## src/rtl/cpu_eu_mc.sv

```systemverilog
// Execution unit: register file, ALU, sign extender, datapath muxes and a
// sequential shift-add HI/LO multiplier behind a valid/ready issue handshake.
module cpu_eu_mc #(
    parameter int unsigned DATA_W = 32,
    parameter int unsigned REG_AW = 5
) (
    input  logic              clk,
    input  logic              reset_n,
    input  logic              valid_in,
    output logic              ready_out,
    input  logic              RegDst,
    input  logic              ALUSrc,
    input  logic              RegWrite,
    input  logic              MemtoReg,
    input  logic [1:0]        ALUOp,
    input  logic [25:0]       Instruction,
    input  logic [DATA_W-1:0] Data_from_Ram,
    output logic [DATA_W-1:0] SEImm,
    output logic [DATA_W-1:0] RAM_Address,
    output logic [DATA_W-1:0] Data_to_Ram,
    output logic              Zero,
    output logic              busy
);
    localparam int unsigned NREG  = 1 << REG_AW;
    localparam int unsigned SH_W  = $clog2(DATA_W);
    localparam int unsigned CNT_W = $clog2(DATA_W) + 1;

    typedef enum logic [1:0] {S_IDLE, S_MUL, S_FIX} state_e;

    logic [DATA_W-1:0]   regs_q [NREG];
    logic [DATA_W-1:0]   hi_q, hi_d, lo_q, lo_d;
    logic [DATA_W-1:0]   mcand_q, mcand_d;
    logic [2*DATA_W-1:0] acc_q, acc_d, prod;
    logic [CNT_W-1:0]    cnt_q, cnt_d;
    logic                neg_q, neg_d;
    state_e              state_q, state_d;

    logic [REG_AW-1:0] rs, rt, rd, wa;
    logic [5:0]        funct;
    logic [SH_W-1:0]   sh;
    logic [DATA_W-1:0] a, b_reg, b, alu_res, wdata, abs_a, abs_b;
    logic [DATA_W:0]   mul_sum;
    logic              wr_ok, mul_start, mul_signed, accept, we;
    logic              unused_instr;

    assign rs    = Instruction[21 +: REG_AW];
    assign rt    = Instruction[16 +: REG_AW];
    assign rd    = Instruction[11 +: REG_AW];
    assign funct = Instruction[5:0];
    assign sh    = SH_W'(32'(Instruction[10:6]) % DATA_W);
    // Upper register-field bits are intentionally ignored for small register files.
    assign unused_instr = ^Instruction;

    assign SEImm       = DATA_W'($signed(Instruction[15:0]));
    assign a           = regs_q[rs];
    assign b_reg       = regs_q[rt];
    assign b           = ALUSrc ? SEImm : b_reg;
    assign Data_to_Ram = b_reg;
    assign RAM_Address = alu_res;
    assign Zero        = (alu_res == '0);
    assign ready_out   = (state_q == S_IDLE);
    assign busy        = !ready_out;

    // ALU and funct decode
    always_comb begin
        alu_res    = '0;
        wr_ok      = 1'b1;
        mul_start  = 1'b0;
        mul_signed = 1'b0;
        case (ALUOp)
            2'b00: alu_res = a + b;
            2'b01: alu_res = a - b;
            2'b11: alu_res = DATA_W'($signed(a) < $signed(b));
            default: begin
                case (funct)
                    6'b100000, 6'b100001: alu_res = a + b;
                    6'b100010, 6'b100011: alu_res = a - b;
                    6'b100100: alu_res = a & b;
                    6'b100101: alu_res = a | b;
                    6'b100110: alu_res = a ^ b;
                    6'b100111: alu_res = ~(a | b);
                    6'b101010: alu_res = DATA_W'($signed(a) < $signed(b));
                    6'b101011: alu_res = DATA_W'(a < b);
                    6'b000000: alu_res = b << sh;
                    6'b000010: alu_res = b >> sh;
                    6'b000011: alu_res = $signed(b) >>> sh;
                    6'b010000: alu_res = hi_q;
                    6'b010010: alu_res = lo_q;
                    6'b011000, 6'b011001: begin
                        wr_ok      = 1'b0;
                        mul_start  = 1'b1;
                        mul_signed = ~funct[0];
                    end
                    default: wr_ok = 1'b0;
                endcase
            end
        endcase
    end

    assign accept = valid_in && ready_out;
    assign wa     = RegDst ? rd : rt;
    assign wdata  = MemtoReg ? Data_from_Ram : alu_res;
    assign we     = accept && RegWrite && wr_ok && (wa != '0);

    always_ff @(posedge clk or negedge reset_n) begin
        if (!reset_n) begin
            for (int i = 0; i < int'(NREG); i++) regs_q[i] <= '0;
        end else if (we) begin
            regs_q[wa] <= wdata;
        end
    end

    // Multiplier operands are magnitudes; the sign is restored in FIX
    assign abs_a   = (mul_signed && a[DATA_W-1]) ? -a : a;
    assign abs_b   = (mul_signed && b[DATA_W-1]) ? -b : b;
    assign mul_sum = {1'b0, acc_q[2*DATA_W-1:DATA_W]} + {1'b0, (acc_q[0] ? mcand_q : '0)};
    assign prod    = neg_q ? -acc_q : acc_q;

    always_comb begin
        state_d = state_q;
        mcand_d = mcand_q;
        acc_d   = acc_q;
        cnt_d   = cnt_q;
        neg_d   = neg_q;
        hi_d    = hi_q;
        lo_d    = lo_q;
        case (state_q)
            S_IDLE: begin
                if (accept && mul_start) begin
                    mcand_d = abs_a;
                    acc_d   = {DATA_W'(0), abs_b};
                    cnt_d   = CNT_W'(DATA_W);
                    neg_d   = mul_signed && (a[DATA_W-1] ^ b[DATA_W-1]);
                    state_d = S_MUL;
                end
            end
            S_MUL: begin
                acc_d = {mul_sum, acc_q[DATA_W-1:1]};
                cnt_d = cnt_q - CNT_W'(1);
                if (cnt_q == CNT_W'(1)) state_d = S_FIX;
            end
            S_FIX: begin
                hi_d    = prod[2*DATA_W-1:DATA_W];
                lo_d    = prod[DATA_W-1:0];
                state_d = S_IDLE;
            end
            default: state_d = S_IDLE;
        endcase
    end

    always_ff @(posedge clk or negedge reset_n) begin
        if (!reset_n) begin
            state_q <= S_IDLE;
            mcand_q <= '0;
            acc_q   <= '0;
            cnt_q   <= '0;
            neg_q   <= 1'b0;
            hi_q    <= '0;
            lo_q    <= '0;
        end else begin
            state_q <= state_d;
            mcand_q <= mcand_d;
            acc_q   <= acc_d;
            cnt_q   <= cnt_d;
            neg_q   <= neg_d;
            hi_q    <= hi_d;
            lo_q    <= lo_d;
        end
    end
endmodule

```

## config.mk

```make
export PLATFORM = sky130hd
export DESIGN_NAME = cpu_eu_mc
export DESIGN_NICKNAME = d
export VERILOG_FILES = /design/src/rtl/cpu_eu_mc.sv
export SDC_FILE = /design/constraint.sdc
export NUM_CORES = 2
export LEC_CHECK = 0
export CAP_MARGIN = 30
export CORE_ASPECT_RATIO = 0.75
export CORE_MARGIN = 3
export CORE_UTILIZATION = 50
export DETAILED_ROUTE_END_ITERATION = 10
export PLACE_DENSITY = 0.79
export RECOVER_POWER = 100
export SYNTH_ARGS = -nofsm -noshare
export SYNTH_HDL_FRONTEND = slang
export SYNTH_SLANG_ARGS = --single-unit
```

## constraint.sdc

```tcl
create_clock -name clk -period 9.8 [get_ports clk]
set_input_delay 1.47 -clock clk [delete_from_list [all_inputs] [get_ports clk]]
set_output_delay 1.47 -clock clk [all_outputs]
set_load 0.05 [all_outputs]
```

# ---- Yosys cells after proc, flatten, opt, wreduce, memory -nomap -nowiden
# Cells that the tools add are included.
# Widths: inputs -> output; s select.
dict set report word_totals {
  reg_bits 1193
  inputBits 67
  wordCells 142
}
dict set report classes {
  addsub 7
  n_lt_le_gt_ge 6
  eq_ne 23
  shift 3
  n_mux 31
  bitwise_logic 9
  n_reduce_logical 24
}
# cell n
set op_table {}
lappend op_table {{$bwmux 1024} 1}
lappend op_table {{$pmux 32 s13} 1}
lappend op_table {{$bmux 32 s5} 2}
lappend op_table {{$mux 32} 10}
lappend op_table {{$demux 32 s5} 1}
lappend op_table {{$mux 64} 2}
lappend op_table {{$pmux 64 s2} 1}
lappend op_table {{$pmux 32 s3} 1}
lappend op_table {{$lt 32x32->1} 2}
lappend op_table {{$neg 32->32} 2}
lappend op_table {{$neg 64->64} 1}
lappend op_table {{$eq 6x6->1 const B} 10}
lappend op_table {{$add 32x32->33} 1}
lappend op_table {{$add 32x32->32} 1}
lappend op_table {{$and 32x32->32} 1}
lappend op_table {{$logic_not 32->1} 1}
lappend op_table {{$not 32->32} 1}
lappend op_table {{$or 32x32->32} 1}
lappend op_table {{$shl 32x5->32} 1}
lappend op_table {{$shr 32x5->32} 1}
lappend op_table {{$sshr 32x5->32} 1}
lappend op_table {{$sub 32x32->32} 1}
lappend op_table {{$xor 32x32->32} 1}
lappend op_table {{$eq 6x5->1 const B} 4}
lappend op_table {{28 further kinds} 54}

# ---- Logic depth before layout (Yosys ltp)
dict set report depth {
  word_depth 11
  mapped_depth 30
  depth_no_buf 24
}

# ---- Worst setup path before layout
# Ideal clock, no wire load.
dict set report synth_timing {
  kind {input to output}
  startpoint {input port Instruction[18]}
  endpoint {output port Zero}
  arrival_ns 10.165
  required_time_ns 8.330
  path_slack_ns -1.835
  stages 25
  path_buffers 6
  cell_sequence {buf_4 > and2_1 > buf_4 > buf_6 > buf_4 > a22oi_1 > a21oi_1 > nor4_1 > a21boi_1 > ha_1 > clkbuf_1 > a221oi_1 > or4_1 > clkbuf_1 > a31oi_1 > o211ai_1 > a31oi_1 > xnor2_1 > o22ai_1 > or4_1 > o211a_1 > or4_1 > or4_1 > or4_1 > nor4_2}
}
dict set report synth_between {
  elab_cells_between_ends 19
  cone_classes {2 x add/sub; 2 x order compare; 3 x shift; 6 x mux; 5 x bitwise; 1 x reduce/logical}
}
# element line_no
set synth_rtl {}
lappend synth_rtl {{from (decl)} 16} ;# input logic [25:0] Instruction,
lappend synth_rtl {{$not 5->6 (implied by the code) *} 56} ;# assign b_reg = regs_q[rt];
lappend synth_rtl {{$bmux 32 s5 *} 56}
lappend synth_rtl {{$mux 32 (implied by the code) * (2 in series)} 56}
lappend synth_rtl {{via Data_to_Ram[4]} 20} ;# output logic [DATA_W-1:0] Data_to_Ram,
lappend synth_rtl {{$mux 32 *} 57} ;# assign b = ALUSrc ? SEImm : b_reg;
lappend synth_rtl {{$sub 32x32->32, or another cell as far along} {72, 77}}
lappend synth_rtl {{$pmux 32 s13} 75} ;# case (funct)
lappend synth_rtl {{$pmux 32 s3 *} 70} ;# case (ALUOp)
lappend synth_rtl {{via RAM_Address[26]} 19} ;# output logic [DATA_W-1:0] RAM_Address,
lappend synth_rtl {{$logic_not 32->1 *} 60} ;# assign Zero = (alu_res == '0);
lappend synth_rtl {{to (decl)} 21} ;# output logic Zero,
# The timed path passes the listed nets; every way through them passes the cells marked *. The select of a mux whose other input is x is not followed.

# ---- Worst setup path in the final report
dict set report layout_timing {
  startpoint {input port Instruction[17]}
  endpoint {output port Zero}
}
dict set report layout_between {
  elab_chain_cells 10
  elab_cells_between_ends 19
  cone_classes {2 x add/sub; 2 x order compare; 3 x shift; 6 x mux; 5 x bitwise; 1 x reduce/logical}
}
# element line_no
set layout_rtl {}
lappend layout_rtl {{$not 5->6 (implied by the code) *} 56}
lappend layout_rtl {{$bmux 32 s5 *} 56}
lappend layout_rtl {{$mux 32 (implied by the code) * (2 in series)} 56}
lappend layout_rtl {{$mux 32 *} 57}
lappend layout_rtl {{parallel branches: the longest is 3 deep, another holds $sub 32x32->32} n/a}
lappend layout_rtl {{$pmux 32 s3 *} 70}
lappend layout_rtl {{$logic_not 32->1 *} 60}
# Mark *: on every way between the ends. The select of a mux whose other input is x is not followed.

==> impl_metrics.tcl <==
set metrics [dict create \
    outcome "complete, but fails checks" \
    failed_checks "max-capacitance violations, max-slew violations, negative setup slack" \
    async_flop_share 1.000 \
    crit_path_end_kind "output port" \
    yosysWarnings 0 \
    cts_tree "yes" \
    place_inst 10327 \
    synth-compound-area-share 0.1738 \
    synth_nets 8215 \
    antenna_left 0 \
    yosys.area.top_type "dfrtp_1" \
    r2r_cells 17 \
    synth_seq_cells 1193 \
    hp-class "reg -> reg" \
    r2r-start "acc_q[0]" \
    hpwl_mm 264.1 \
    yosysMostFrequentCell "nand2_1" \
    drive_gt1_frac 0.2224 \
    fin_cells 10589 \
    gp_congestion 1.111 \
    post-route-period-util 1.039 \
    drv_cap 20 \
    numCtsBuffers 117 \
    syn2layout_area_growth_pct 18.09 \
    path_clk_slew_ps 60 \
    grt_usage 0.4502 \
    fp-row-count 123 \
    die-height_um 345.0 \
    grt_pass1_wl_mm 514.1 \
    synth_seq_area_share 0.3898 \
    synth_xor_area_frac 0.02641 \
    postSynthAreaPerCell_sq_um 9.570 \
    post_synth_inst_count 8004 \
    synth_top_family_by_area "multiplexers" \
    power_density_nw_per_um2 134.4 \
    post-place-ws_ps -936.8 \
    route.vias.total 74111 \
    power.switching_fraction 0.3106 \
    fillers 12539 \
    drcViolationCount 0 \
    netlist-cell-type-count 99 \
    r2r_slack_ps 2200 \
    crit_fanout 33 \
    power_frac_clock 0.400 \
    io_pins 166 \
    reg2reg_to "hi_q[30]" \
    worst_slack_ps -383.2 \
    multi_input_area_sq_um 43820 \
    wirelength_mm 363.2 \
    hold_violations 0 \
    grt_max_degree 178 \
    synth-edff-count 0 \
    max_freq_mhz 98.20 \
    dieWidth_um 457.9 \
    wire_per_inst_um 34.30 \
    synth.area.mux_share 0.2117 \
    tightestPinTransition_ps 5618 \
    rsz0062_at_grt "true" \
    internal_power_w 0.008382 \
    p_leak_nw 40.68 \
    syn-cell-area_sq_um 76590 \
    die_area_sq_um 158000 \
    cts_buffer_depth 3 \
    synth_common_cells "1399 x nand2_1, 1193 x dfrtp_1, 1025 x o21ai_0" \
    antenna_found_initial 22 \
    grt_overflow 0 \
    cp-startpoint "Instruction[17]" \
    min_period_ps 10180 \
    grt_pass1_vias 70839 \
    synth_top_area_share 0.3898 \
    crit_arrival_ps 8710 \
    finClkSkew_ps 50.59 \
    required_ps 8330 \
    critPathCapture "Zero" \
    core_sq_um 151100 \
    start_kind "input pin" \
    clock-root-buffer "clkbuf_16" \
    yosys.area_share.adder 0.02382 \
    routed_via_density 6.999 \
    final_nets 8700 \
    ir_drop_uv 160.1 \
    start_util 0.5068 \
    synth_area_leaders "dfrtp_1 39%, mux4_2 9.9%, mux2i_1 8.2%" \
    portBuffers 165 \
    p_seq_frac 0.405 \
    firstDrtPassIters 9 \
    critical_path_class "in -> out" \
    p_sw_w 0.003777 \
    whs_path_depth 0 \
    max-slew-margin-rel -2.745 \
    ys.flop_type "dfrtp_1" \
    htreeDepth 3 \
    yosys.area_share.simple 0.1219 \
    combPwrFrac 0.195 \
    seq_area_sq_um 29850 \
    final_core_util 0.5985 \
    drtIter0Drc 12296 \
    setup_violations 3 \
    ctsHoldBuffers 0 \
    maxSlewViolCount 1219 \
    insertion_delay_ps 810 \
    cts_sinks 1193 \
]
flip-flops by register name, summed over array words and instances, names as in the netlist:
name,count
cnt_q,6
acc_q,64
neg_q,1
state_q,2
mcand_q,32
regs_q,1024
lo_q,32
hi_q,32
worst min-delay path by stage:
stage          slack (ps)         start            to
5_1_grt               410   regs_q[994]   regs_q[994]
2_1_floorplan         440   mcand_q[31]   mcand_q[31]
3_5_place_dp          390  regs_q[1022]  regs_q[1022]
4_1_cts               400  regs_q[1005]  regs_q[1005]
6_report              400  regs_q[1005]  regs_q[1005]
3_3_place_gp          380   regs_q[993]   regs_q[993]
metal layers:
metal	part of all wire	up-vias	GRT usage	wire length, um
li1	-	30082	-	-
met1	0.39	36863	0.6227	141900
met3	0.16	1145	0.1999	58700
met2	0.38	6011	0.5897	138800
met4	0.065	10	0.2320	23580
met5	0.00049	-	0.003922	177
area by class of cell:
| class | count | share of cell area |
|---|---|---|
| antenna | 5 | 0.0001383 |
| clock buffer | 152 | 0.03559 |
| clock inverter | 62 | 0.009171 |
| inverter | 146 | 0.006183 |
| multi-input combinational | 5915 | 0.4844 |
| sequential | 1193 | 0.3301 |
| tap | 2000 | 0.02767 |
| timing repair buffer | 1116 | 0.1068 |
stage by stage:
stage,cell area (sq um),total power (W),TNS (ps),hold slack [ps]
after global placement,85280,0.007222,-872.0,382.1
after detailed placement,85510,0.007237,-936.8,390.6
final,90450,0.01216,-502.1,403.9
after floorplan,76830,0.006111,0,441.8
after CTS,90290,0.01206,-129.9,403.7
after global routing,90450,0.01241,-255.5,410.4
logic make-up after synthesis:
| group | count (synthesis) |
|---|---|
| simple gates | 2189 |
| compound gates | 2179 |
| flops | 1193 |
| mux | 1172 |
| buf+inv | 896 |
| xor+xnor | 231 |
| fa+ha+maj | 144 |
layout by cell type, fill, tap and decap left out, drive strengths merged, types with 17 or more instances in the layout:
| master | count |
|---|---|
| a22oi | 290 |
| o22ai | 37 |
| nand2b | 25 |
| nor2b | 20 |
| o31ai | 49 |
| mux2i | 631 |
| inv | 147 |
| clkdlybuf4s50 | 52 |
| o221ai | 20 |
| o41ai | 17 |
| dfrtp | 1193 |
| clkbuf | 209 |
| nand4 | 24 |
| nand3 | 128 |
| nor3 | 83 |
| buf | 937 |
| o21ai | 1034 |
| xnor2 | 150 |
| nor2 | 307 |
| nor4 | 46 |
| or3 | 30 |
| a21o | 28 |
| and2 | 54 |
| dlygate4sd3 | 62 |
| or4 | 21 |
| mux2 | 203 |
| a2111oi | 20 |
| a31oi | 53 |
| a21oi | 313 |
| mux4 | 338 |
| o21bai | 17 |
| xor2 | 81 |
| a211oi | 54 |
| clkinv | 33 |
| o211ai | 30 |
| and3 | 17 |
| ha | 141 |
| nand2 | 1399 |
| a221oi | 36 |
power groups by stage:
| stage | clock (W) | combinational [W] | sequential (W) |
|---|---|---|---|
| 6_report | 0.00487 | 0.00237 | 0.00492 |
| 4_1_cts | 0.00487 | 0.00227 | 0.00492 |
| 2_1_floorplan | 0 | 0.00109 | 0.00502 |
| 3_5_place_dp | 0 | 0.00222 | 0.00502 |
| 5_1_grt | 0.00508 | 0.00240 | 0.00492 |
| 3_3_place_gp | 0 | 0.00221 | 0.00502 |
worst max-delay path, cell delays in order:
cell      delay [ps]
buf_8            160
buf_16           220
buf_6            260
buf_16           280
buf_4            280
mux2i_1          110
a22oi_1          280
a21oi_1          130
nor4_1          1620
clkbuf_1         450
nor3_1           130
a221o_1          390
o21ai_0          200
clkbuf_1         380
a21oi_1          130
o22ai_1          630
o22ai_1          380
and4b_2          430
nand4_1          180
or4_4            170
nor4_4            50
buf_4            160
buf_12           140
timing repair:
action                     4_1_cts  5_1_grt
resized for setup               99       54
buffers inserted                22        9
setup endpoints to repair        1        1
gates cloned                     3        2
pin swaps                       22       27
(Power assumes the default switching activity.)
